### config.mk
export PLATFORM = sky130hd
export DESIGN_NAME = seq_approx_array_divider
export DESIGN_NICKNAME = d
export VERILOG_FILES = /design/src/rtl/div_approx_pkg.sv /design/src/rtl/div_sub_cell.sv /design/src/rtl/seq_approx_array_divider.sv
export SDC_FILE = /design/constraint.sdc
export NUM_CORES = 1
export LEC_CHECK = 0
export CORE_MARGIN = 5
export CORE_UTILIZATION = 53
export CTS_CLUSTER_SIZE = 16
export DETAILED_ROUTE_END_ITERATION = 8
export PLACE_DENSITY = 0.84
export SKIP_CTS_REPAIR_TIMING = 1
export SYNTH_ARGS = -nofsm -noshare
export SYNTH_HDL_FRONTEND = slang
export SYNTH_HIERARCHICAL = 1
export SYNTH_SLANG_ARGS = --single-unit
### constraint.sdc
create_clock -name clk -period 9 [get_ports clk]
set_clock_uncertainty 0.15 [all_clocks]
set_input_delay 1.8 -clock clk [delete_from_list [all_inputs] [get_ports clk]]
set_output_delay 1.8 -clock clk [all_outputs]
set_load 0.1 [all_outputs]
### src/rtl/div_approx_pkg.sv
// Shared types and helpers for the sequential approximate array divider.
package div_approx_pkg;

   // Controller states of the iterative divider
   typedef enum logic [1:0] {
      IDLE = 2'd0,
      BUSY = 2'd1,
      DONE = 2'd2
   } state_e;

   // Kind of subtractor cell used at one (row, column) position
   typedef enum logic {
      CELL_EXACT  = 1'b0,
      CELL_APPROX = 1'b1
   } cell_kind_e;

   // Low-order quotient rows and low-order columns use the approximate cell
   function automatic cell_kind_e cell_is_approx(input int k, input int c,
                                                 input int approx_rows,
                                                 input int approx_cols);
      return ((k < approx_rows) && (c < approx_cols)) ? CELL_APPROX : CELL_EXACT;
   endfunction

endpackage

### src/rtl/div_sub_cell.sv
// One restoring-divider subtractor cell: x - y with borrow, plus the
// restore mux that picks the difference or the untouched x bit.
module div_sub_cell #(
   parameter bit APPROX = 1'b0
) (
   input  logic x,
   input  logic y,
   input  logic bin,
   input  logic qs,
   output logic r_sub,
   output logic bout
);

   logic diff;
   logic unused_bin;

   // The approximate cell ignores the incoming borrow entirely
   assign diff       = APPROX ? y : (x ^ y ^ bin);
   assign bout       = APPROX ? (x & ~y) : ((~x & y) | (~(x ^ y) & bin));
   assign r_sub      = qs ? diff : x;
   assign unused_bin = bin;

endmodule

### src/rtl/seq_approx_array_divider.sv
// Iterative restoring divider, 2*WIDTH-bit dividend by WIDTH-bit divisor,
// evaluating UNROLL array rows per clock. Rows below APPROX_ROWS use the
// approximate subtractor in columns below APPROX_COLS.
// Optional feature macro: DIV_ZERO_DETECT_EN (early divide-by-zero result).
//
// Handshake: operands transfer on a rising edge where in_valid && in_ready;
// in_ready is high only in IDLE. The result transfers on a rising edge where
// out_valid && out_ready; q, r and div_by_zero hold still while out_valid is
// high and out_ready is low. Operands are only sampled on the accept edge.
module seq_approx_array_divider
   import div_approx_pkg::*;
#(
   parameter int WIDTH       = 8,  // >= 2
   parameter int APPROX_ROWS = 2,  // <= WIDTH, 0 gives a fully exact divider
   parameter int APPROX_COLS = 8,  // <= WIDTH
   parameter int UNROLL      = 1   // must divide WIDTH
) (
   input  logic               clk,
   input  logic               rst,
   input  logic               in_valid,
   output logic               in_ready,
   input  logic [2*WIDTH-1:0] n,
   input  logic [WIDTH-1:0]   d,
   output logic               out_valid,
   input  logic               out_ready,
   output logic [WIDTH-1:0]   q,
   output logic [WIDTH-1:0]   r,
   output logic               div_by_zero
);

   localparam int KW = $clog2(WIDTH);

   state_e             state, state_next;
   logic [KW-1:0]      k_reg, k_next;      // index of the next row to evaluate
   logic [WIDTH:0]     p_reg, p_next;      // partial remainder incl. extension bit
   logic [WIDTH-1:0]   n_low, n_low_next;  // dividend bits shifted into P later
   logic [WIDTH-1:0]   d_reg, d_next;
   logic [WIDTH-1:0]   q_reg, q_next;
   logic [WIDTH-1:0]   r_reg, r_next;
   logic [UNROLL-1:0]  row_qs;
   logic [WIDTH:0]     last_p;
   logic [WIDTH-1:0]   last_r;

   // Unrolled array rows: row u evaluates quotient bit k_reg - u
   for (genvar u = 0; u < UNROLL; u++) begin : g_row
      logic [KW-1:0]    k_u;
      logic [WIDTH:0]   p_in;
      logic [WIDTH:0]   p_out;
      logic [WIDTH-1:0] r_k;
      logic             qs;
      logic             n_bit;

      assign k_u = k_reg - KW'(u);

      if (u == 0) begin : g_first
         assign p_in = p_reg;
      end else begin : g_chain
         assign p_in = g_row[u-1].p_out;
      end

      for (genvar c = 0; c < WIDTH; c++) begin : g_col
         logic bin, bout, bout_e, bout_a, r_e, r_a, use_approx;

         if (c == 0) begin : g_bin0
            assign bin = 1'b0;
         end else begin : g_binc
            assign bin = g_col[c-1].bout;
         end

         div_sub_cell #(.APPROX(1'b0)) u_exact (
            .x(p_in[c]), .y(d_reg[c]), .bin(bin), .qs(qs),
            .r_sub(r_e), .bout(bout_e)
         );
         div_sub_cell #(.APPROX(1'b1)) u_approx (
            .x(p_in[c]), .y(d_reg[c]), .bin(bin), .qs(qs),
            .r_sub(r_a), .bout(bout_a)
         );

         // Row index is only known at run time, so the cell kind is muxed
         assign use_approx = (cell_is_approx(int'(k_u), c, APPROX_ROWS, APPROX_COLS)
                              == CELL_APPROX);
         assign bout       = use_approx ? bout_a : bout_e;
         assign r_k[c]     = use_approx ? r_a : r_e;
      end

      // A set extension bit means the subtraction cannot go negative
      assign qs        = p_in[WIDTH] | ~g_col[WIDTH-1].bout;
      assign n_bit     = (k_u != '0) ? n_low[k_u - KW'(1)] : 1'b0;
      assign p_out     = {r_k, n_bit};
      assign row_qs[u] = qs;
   end

   assign last_p = g_row[UNROLL-1].p_out;
   assign last_r = g_row[UNROLL-1].r_k;

`ifdef DIV_ZERO_DETECT_EN
   logic dz_reg, dz_next;
`else
   logic unused_n_msb;
   assign unused_n_msb = n_low[WIDTH-1];
`endif

   // State and datapath registers
   always_ff @(posedge clk) begin
      if (rst) begin
         state <= IDLE;
         k_reg <= '0;
         p_reg <= '0;
         n_low <= '0;
         d_reg <= '0;
         q_reg <= '0;
         r_reg <= '0;
`ifdef DIV_ZERO_DETECT_EN
         dz_reg <= 1'b0;
`endif
      end else begin
         state <= state_next;
         k_reg <= k_next;
         p_reg <= p_next;
         n_low <= n_low_next;
         d_reg <= d_next;
         q_reg <= q_next;
         r_reg <= r_next;
`ifdef DIV_ZERO_DETECT_EN
         dz_reg <= dz_next;
`endif
      end
   end

   // Next-state, datapath update and handshake outputs
   always_comb begin
      state_next = state;
      k_next     = k_reg;
      p_next     = p_reg;
      n_low_next = n_low;
      d_next     = d_reg;
      q_next     = q_reg;
      r_next     = r_reg;
      in_ready   = 1'b0;
      out_valid  = 1'b0;
`ifdef DIV_ZERO_DETECT_EN
      dz_next    = dz_reg;
`endif
      case (state)
         IDLE: begin
            in_ready = 1'b1;
            if (in_valid) begin
               state_next = BUSY;
               k_next     = KW'(WIDTH - 1);
               p_next     = n[2*WIDTH-1:WIDTH-1];
               n_low_next = n[WIDTH-1:0];
               d_next     = d;
               q_next     = '0;
               r_next     = '0;
`ifdef DIV_ZERO_DETECT_EN
               dz_next    = (d == '0);
`endif
            end
         end
         BUSY: begin
`ifdef DIV_ZERO_DETECT_EN
            if (dz_reg) begin
               state_next = DONE;
               q_next     = '1;
               r_next     = n_low;
            end else
`endif
            begin
               for (int u = 0; u < UNROLL; u++) begin
                  q_next[k_reg - KW'(u)] = row_qs[u];
               end
               p_next = last_p;
               k_next = k_reg - KW'(UNROLL);
               if (k_reg == KW'(UNROLL - 1)) begin
                  state_next = DONE;
                  r_next     = last_r;
               end
            end
         end
         DONE: begin
            out_valid = 1'b1;
            if (out_ready) state_next = IDLE;
         end
         default: state_next = IDLE;
      endcase
   end

   assign q = q_reg;
   assign r = r_reg;
`ifdef DIV_ZERO_DETECT_EN
   assign div_by_zero = dz_reg;
`else
   assign div_by_zero = 1'b0;
`endif

endmodule

# Word-level counts from Yosys, hierarchy flattened
# Index checks and enable logic that the tools add are counted.
# totals
ff_bits,46
input_bits,28
output_inout_bits,19
word_cells,149
# classes
addsub,1
magnitude_cmp,4
eq_ne,5
mux,53
bitwise_logic,70
n_reduce_logical,9
# ops
op,count
$mux 1,38
$pmux 8 s2,2
$not 1->1,24
$and 1x1->1,23
$pmux 9 s2,1
$mux 8,2
$xor 1x1->1,15
$mux 9,1
$bwmux 8,1
$lt 3x4->1 const B,2
$or 1x1->1,8
$mux 2,3
$ne 2x2->1 const B,3
$pmux 2 s3,1
$pmux 3 s2,1
$reduce_and 3->1,2
$reduce_and 2->1,2
$bmux 1 s3,1
$demux 1 s3,1
$ge 3x1->1 const B,1
$logic_not 3->1,1
$lt 3x2->1 const B,1
$mux 3,1
$reduce_bool 3->1,1
6 further kinds,6

# Logic depth before layout (Yosys ltp)
# logic_depth
ltp_word,30
depth_mapped,39
depth_no_buf,39

# Modules after synthesis
# The synthesis kept the hierarchy.
# by_module_without_submodules
module,n_inst,cells_per_inst,area_per_inst_um2,seq_area_each_um2
seq_approx_array_divider,1,268,2278.4,920.9
div_sub_cell at g_row[0].g_col[0].u_exact ...,8,5,46.3,0.0
div_sub_cell at g_row[0].g_col[0].u_approx ...,8,2,21.3,0.0

# Worst setup path after synthesis
# Ideal clock, no wire load.
# synth_timing
path_kind,register to register
from,register k_reg[2]
to,register r_reg[0] (netlist: r[0])
setup_time_ns,0.067
arrival_time_ns,6.618
required_ns,8.783
slack_ns,2.165
path_stages_with_launch,40
n_path_buf,2
period_less_slack_ns,6.835
cell_sequence,dfxtp_1 > clkbuf_1 > nor2_1 > buf_2 > mux2_2 > inv_1 > fa_1 > inv_1 > mux2_2 > inv_1 > fa_1 > inv_1 > mux2_2 > inv_1 > fa_1 > inv_1 > mux2_2 > inv_1 > (+4 left out) > fa_1 > inv_1 > mux2_2 > inv_1 > fa_1 > inv_1 > mux2_2 > inv_1 > fa_1 > inv_1 > o21ai_0 > a21oi_1 > inv_1 > mux2_4 > or3b_2 > a21oi_1 > mux2i_1 > nor2_1
# synth_between
elab_chain_len,30
word_cells_on_any_way,34
cone_classes,1 x order compare; 1 x eq/ne; 14 x mux; 16 x bitwise; 2 x reduce/logical
# synth_rtl
element,line,rtl
"start, declared",seq_approx_array_divider.sv:34,"logic [KW-1:0] k_reg, k_next;"
"start signal, assigned",seq_approx_array_divider.sv:118,k_reg <= k_next;
$lt 3x2->1,div_approx_pkg.sv:21,return ((k < approx_rows) && (c < approx_cols)) ? CELL_APPROX : CELL_EXACT;
$mux 1,div_approx_pkg.sv:21,
$mux 1,seq_approx_array_divider.sv:82,assign bout = use_approx ? bout_a : bout_e;
named net g_row[0].g_col[0].bout,seq_approx_array_divider.sv:62,"logic bin, bout, bout_e, bout_a, r_e, r_a, use_approx;"
$and 1x1->1,--,
$or 1x1->1,--,
named net g_row[0].g_col[1].bout_e,seq_approx_array_divider.sv:62,
$mux 1,seq_approx_array_divider.sv:82,
named net g_row[0].g_col[1].bout,seq_approx_array_divider.sv:62,
(+2 left out),--,
named net g_row[0].g_col[2].bout_e,seq_approx_array_divider.sv:62,
(+1 left out),--,
named net g_row[0].g_col[2].bout,seq_approx_array_divider.sv:62,
(+2 left out),--,
named net g_row[0].g_col[3].bout_e,seq_approx_array_divider.sv:62,
(+1 left out),--,
named net g_row[0].g_col[3].bout,seq_approx_array_divider.sv:62,
(+2 left out),--,
named net g_row[0].g_col[4].bout_e,seq_approx_array_divider.sv:62,
(+1 left out),--,
named net g_row[0].g_col[4].bout,seq_approx_array_divider.sv:62,
(+2 left out),--,
named net g_row[0].g_col[5].bout_e,seq_approx_array_divider.sv:62,
(+1 left out),--,
named net g_row[0].g_col[5].bout,seq_approx_array_divider.sv:62,
(+2 left out),--,
named net g_row[0].g_col[6].bout_e,seq_approx_array_divider.sv:62,
(+1 left out),--,
named net g_row[0].g_col[6].bout,seq_approx_array_divider.sv:62,
(+2 left out),--,
named net g_row[0].g_col[7].bout_e,seq_approx_array_divider.sv:62,
(+1 left out),--,
$not 1->1,seq_approx_array_divider.sv:87,assign qs = p_in[WIDTH] | ~g_col[WIDTH-1].bout;
$or 1x1->1,seq_approx_array_divider.sv:87,
named net g_row[0].qs,seq_approx_array_divider.sv:50,logic qs;
$mux 1,div_sub_cell.sv:20,assign r_sub = qs ? diff : x;
named net g_row[0].g_col[0].r_a,seq_approx_array_divider.sv:62,
$mux 1,seq_approx_array_divider.sv:83,assign r_k[c] = use_approx ? r_a : r_e;
$mux 8,seq_approx_array_divider.sv:174,if (k_reg == KW'(UNROLL - 1)) begin
$pmux 8 s2,seq_approx_array_divider.sv:144,case (state)
"end signal, assigned",seq_approx_array_divider.sv:123,r_reg <= r_next;
"end, declared",seq_approx_array_divider.sv:39,"logic [WIDTH-1:0] r_reg, r_next;"
# The timed path passes the listed nets, and every way through them passes these cells. The select of a mux whose other input is x is not followed.
# A chain may end at the register's enable or synchronous reset.

# Final worst setup path
# layout_timing
from,register k_reg[1]
to,register r_reg[1] (netlist: r[1])
# layout_between
elab_chain_len,30
word_cells_on_any_way,35
cone_classes,1 x order compare; 1 x eq/ne; 14 x mux; 17 x bitwise; 2 x reduce/logical
# layout_rtl
element,line
$lt 3x2->1,div_approx_pkg.sv:21
$mux 1,div_approx_pkg.sv:21
$mux 1,seq_approx_array_divider.sv:82
named net g_row[0].g_col[0].bout,seq_approx_array_divider.sv:62
$and 1x1->1,--
$or 1x1->1,--
named net g_row[0].g_col[1].bout_e,seq_approx_array_divider.sv:62
$mux 1,seq_approx_array_divider.sv:82
named net g_row[0].g_col[1].bout,seq_approx_array_divider.sv:62
(+2 left out),--
named net g_row[0].g_col[2].bout_e,seq_approx_array_divider.sv:62
(+1 left out),--
named net g_row[0].g_col[2].bout,seq_approx_array_divider.sv:62
(+2 left out),--
named net g_row[0].g_col[3].bout_e,seq_approx_array_divider.sv:62
(+1 left out),--
named net g_row[0].g_col[3].bout,seq_approx_array_divider.sv:62
(+2 left out),--
named net g_row[0].g_col[4].bout_e,seq_approx_array_divider.sv:62
(+1 left out),--
named net g_row[0].g_col[4].bout,seq_approx_array_divider.sv:62
(+2 left out),--
named net g_row[0].g_col[5].bout_e,seq_approx_array_divider.sv:62
(+1 left out),--
named net g_row[0].g_col[5].bout,seq_approx_array_divider.sv:62
(+2 left out),--
named net g_row[0].g_col[6].bout_e,seq_approx_array_divider.sv:62
(+1 left out),--
named net g_row[0].g_col[6].bout,seq_approx_array_divider.sv:62
(+2 left out),--
named net g_row[0].g_col[7].bout_e,seq_approx_array_divider.sv:62
(+1 left out),--
$not 1->1,seq_approx_array_divider.sv:87
$or 1x1->1,seq_approx_array_divider.sv:87
named net g_row[0].qs,seq_approx_array_divider.sv:50
$mux 1,div_sub_cell.sv:20
named net g_row[0].g_col[1].r_a,seq_approx_array_divider.sv:62
$mux 1,seq_approx_array_divider.sv:83
$mux 8,seq_approx_array_divider.sv:174
$pmux 8 s2,seq_approx_array_divider.sv:144
# The timed path passes the listed nets, and every way through them passes these cells. The select of a mux whose other input is x is not followed.

==> results.md <==
| Stage | Item | Value |
|---|---|---|
| worst setup path | Delay of the slowest cell on the worst path | 0.71 ns |
| floorplan | Vertical die dimension | 82.9 um |
| floorplan | Row Count | 26 |
| sta | Max Slew Vio Count | 0 |
| sta | Number of endpoints failing setup at the final stage | 0 |
| clock network | Number of buffers created by CTS | 5 |
| clock network | Clk slew on worst S/H paths | 0.09 ns |
| worst setup path | Critical path launch point type | flop |
| routing | Number of iterations in the first detailed-routing pass | 4 |
| power | P per Cell Area | 194 mW/mm2 |
| synth | Number of warnings issued by yosys | 6 |
| routing | DR WL/cell | 14.8 um |
| global routing | Antenna violations before repair | 0 |
| min path | Hold crit path type | reg2reg |
| global routing | Pin count of the biggest net entering global routing | 47 |
| sta | Final hold violation count | 0 |
| clock network | Clock root buffer | sky130_fd_sc_hd__clkbuf_8 |
| sta | Ratio of final minimum period to clock period | 87.7% |
| floorplan | Overall die area | 0.00688 mm2 |
| cells and area | Antenna cells | 0 |
| sta | Measured slew at the worst slew-check pin | 1.05 ns |
| worst setup path | Standard cell with the maximum stage delay on the critical path | sky130_fd_sc_hd__nor2_1 |
| worst setup path | Stages on worst setup path | 37 |
| flow run | Count of maximum capacitance violations | 0 |
| global routing | Aggregate global-route resource usage | 18.4% |
| clock network | Clk sinks | 46 |
| global routing | Number of global-route vias before repair | 2,300 |
| worst setup path | Category of cells accounting for the largest share of critical-path delay | adder cells |
| sta | Setup TNS after final layout | 0 ns |
| global routing | Global-route wire length before repair | 10,600 um |
| routing | Total wirelength of the detailed-routed design | 6280 um |
| synth | Proportion of synthesized chip area in sequential cells | 32.7% |
| cells and area | Layout cell share with drive strength beyond 1 | 13.8% |
| clock network | Clock tree from TritonCTS | built |
| synth | Synthesized instance count | 324 |
| worst setup path | Most used cell, CP | sky130_fd_sc_hd__inv_1 |
| synth | Number of unique standard cell types used by synthesis | 42 |
| cells and area | FF+latch area | 921 um2 |
| worst setup path | Worst setup slack for register-to-register paths | 1.11 ns |
| sta | Hold slack | 0.310 ns |
| place | HPWL reported at the end of detailed placement | 4410 um |
| cells and area | Final design instance area without fill | 0.00335 mm2 |
| clock network | Buffer levels on the longest clock path | 2 |
| worst setup path | Worst r2r path cells | 37 |
| synth | Number of flip-flops and latches in the synthesized netlist | 46 |
| place | Port buffer count | 45 |
| clock network | Latest clock arrival within the worst-skew pair | 0.30 ns |
| sta | Upper clock frequency limit | 127 MHz |
| floorplan | Starting density of the core | 54.8% |
| worst setup path | Arrival time at the worst endpoint | 7.98 ns |
| global routing | Remaining global-route overflow | 0 |
| worst setup path | Setup Crit Path Kind | reg2reg |
| routing | Total DRC errors in the routed layout | 0 |
| place | Cell area reported after detailed placement | 0.00324 mm2 |
| floorplan | # IOs | 47 |
| worst setup path | Critical-path maximum fanout | 22 |
| routing | Vias after detailed routing | 2,347 |
| place | Pre-CTS worst setup slack | 1.13 ns |
| sta | Headroom to the max-slew limit | 29.9% |
| routing | Number of nets with antenna violations after routing | 0 |
| synth | Post-synthesis cell area | 0.00282 mm2 |
| clock network | Number of levels in the clock H-tree | 2 |
| routing | Iteration-0 DRC Markers | 95 |
| min path | Count of cells along the worst hold path | 2 |
| cells and area | Post-layout net count | 392 |
| cells and area | Flip-flop count of the largest register after layout | 9 |
| run status | Outcome | completed |
| sta | Setup repair after global routing missed its margin | no |
| routing | Vias per cell | 5.52 |
| sta | Setup ws final | 1.11 ns |
| power | Leak pwr | 1.30 nW |
| sta | Crit path time final | 7.89 ns |
| cells and area | Number of fill cells in the layout | 473 |
| place | RD Place Congestion | 0.779 |
| power | Worst VDD drop | 0.0000877 V |
| floorplan | Core footprint | 0.00514 mm2 |
| floorplan | Die span in x | 82.9 um |
| cells and area | Combined area of the multi-input logic cells | 0.00165 mm2 |
| cells and area | Layout Area Growth over Synthesis | 18.8% |
| worst setup path | Worst EP required | 9.09 ns |
| synth | Mean post-synth cell area | 8.70 um2 |
| worst setup path | Total buffers and inverters traversed by the critical path | 15 |
| worst setup path | Type of element capturing the critical path | flop |
==> cell families after synthesis <==
kind of cell               Yosys count  synth area share [%]
adders and majority gates           10                  6.57
other                                1                 0.133
muxes                               39                  17.6
buffers and inverters               56                  9.19
DFF                                 46                  32.7
AOI/OAI and AO/OA                   68                  15.2
and+or+nand+nor                    104                  18.6
==> worst min-delay path, stage by stage, from the launching register on <==
cell	delay (ns)
sky130_fd_sc_hd__dfxtp_1	0.32
sky130_fd_sc_hd__nand2_1	0.05
sky130_fd_sc_hd__a21oi_1	0.05
==> routing by layer <==
layer / vias up / part of all wire (%) / GRT usage (%)
met3: 10 / 4.0 / 4.16
met1: 1125 / 45 / 22.6
li1: 1160 / - / -
met4: 0 / 1.6 / 6.69
met2: 52 / 49 / 31.2
met5: - / 0 / 0
==> per-stage QoR <==
stage          util [%]  std cells  total power [mW]
2_1_floorplan         -        325             0.452
3_3_place_gp       63.0        417             0.493
3_5_place_dp       63.0        417             0.501
4_1_cts            65.2        425             0.655
5_1_grt            65.2        425             0.689
6_report           65.2        425             0.651
==> path summary, 6_finish.rpt <==
path,endpoint,startpoint
max,r[1]$_SDFFE_PP0P_,k_reg[1]$_SDFFE_PP0P_
min,n_low[1]$_SDFFE_PP0P_,n_low[1]$_SDFFE_PP0P_
max reg2reg,r[1]$_SDFFE_PP0P_,k_reg[1]$_SDFFE_PP0P_
min reg2reg,n_low[1]$_SDFFE_PP0P_,n_low[1]$_SDFFE_PP0P_
==> cell usage after synthesis, drive strengths merged <==
| library cell | count | area [um2] |
|---|---|---|
| o211ai | 4 | 30.0 |
| clkbuf | 9 | 35.0 |
| a211oi | 10 | 75.1 |
| fa | 8 | 160 |
| a311oi | 7 | 61.3 |
| nor3b | 2 | 15.0 |
| mux2 | 27 | 364 |
| nor2b | 10 | 62.6 |
| inv | 31 | 121 |
| nand2 | 38 | 143 |
| nor2 | 23 | 88.8 |
| ha | 2 | 25.0 |
| and2 | 9 | 56.3 |
| a22oi | 1 | 7.51 |
| buf | 16 | 103 |
| nand3 | 3 | 15.0 |
| or4 | 1 | 11.3 |
| o2111ai | 2 | 17.5 |
| o21ai | 10 | 50.1 |
| o41a | 1 | 11.3 |
| or3 | 3 | 18.8 |
| nor3 | 3 | 15.0 |
| a221oi | 2 | 17.5 |
| nand3b | 1 | 7.51 |
| or3b | 9 | 78.8 |
| nand2b | 2 | 12.5 |
| dfxtp | 46 | 921 |
| mux4 | 1 | 22.5 |
| mux2i | 11 | 110 |
| a2111oi | 1 | 8.76 |
| conb | 1 | 3.75 |
| a21oi | 30 | 150 |
==> power breakdown <==
group / internal (mW) / switching [mW]
Sequential: 0.221 / 0.0278
Combinational: 0.119 / 0.129
Clock: 0.0818 / 0.0721
Total: 0.421 / 0.229
==> cell usage in the layout, fill, tap and decap left out, drive strengths merged, types with 3 or more instances in the layout <==
master	n
nor2	23
a311oi	7
o211ai	4
dfxtp	46
or3b	9
nor2b	10
inv	31
nand2	38
a21oi	30
nor3	3
o21ai	10
clkbuf	5
or3	3
mux2i	11
and2	9
fa	8
clkdlybuf4s50	45
nand3	3
mux2	27
a211oi	10
==> area by class of cell <==
| cell class | instances | share of cell area (%) |
|---|---|---|
| Clock buffer | 5 | 2.05 |
| Clock inverter | 3 | 1.20 |
| Inverter | 31 | 3.62 |
| Multi-Input combinational cell | 223 | 49.1 |
| Sequential cell | 46 | 27.5 |
| Tap cell | 70 | 2.61 |
| Timing Repair Buffer | 47 | 13.9 |
(Power assumes the default switching activity.)
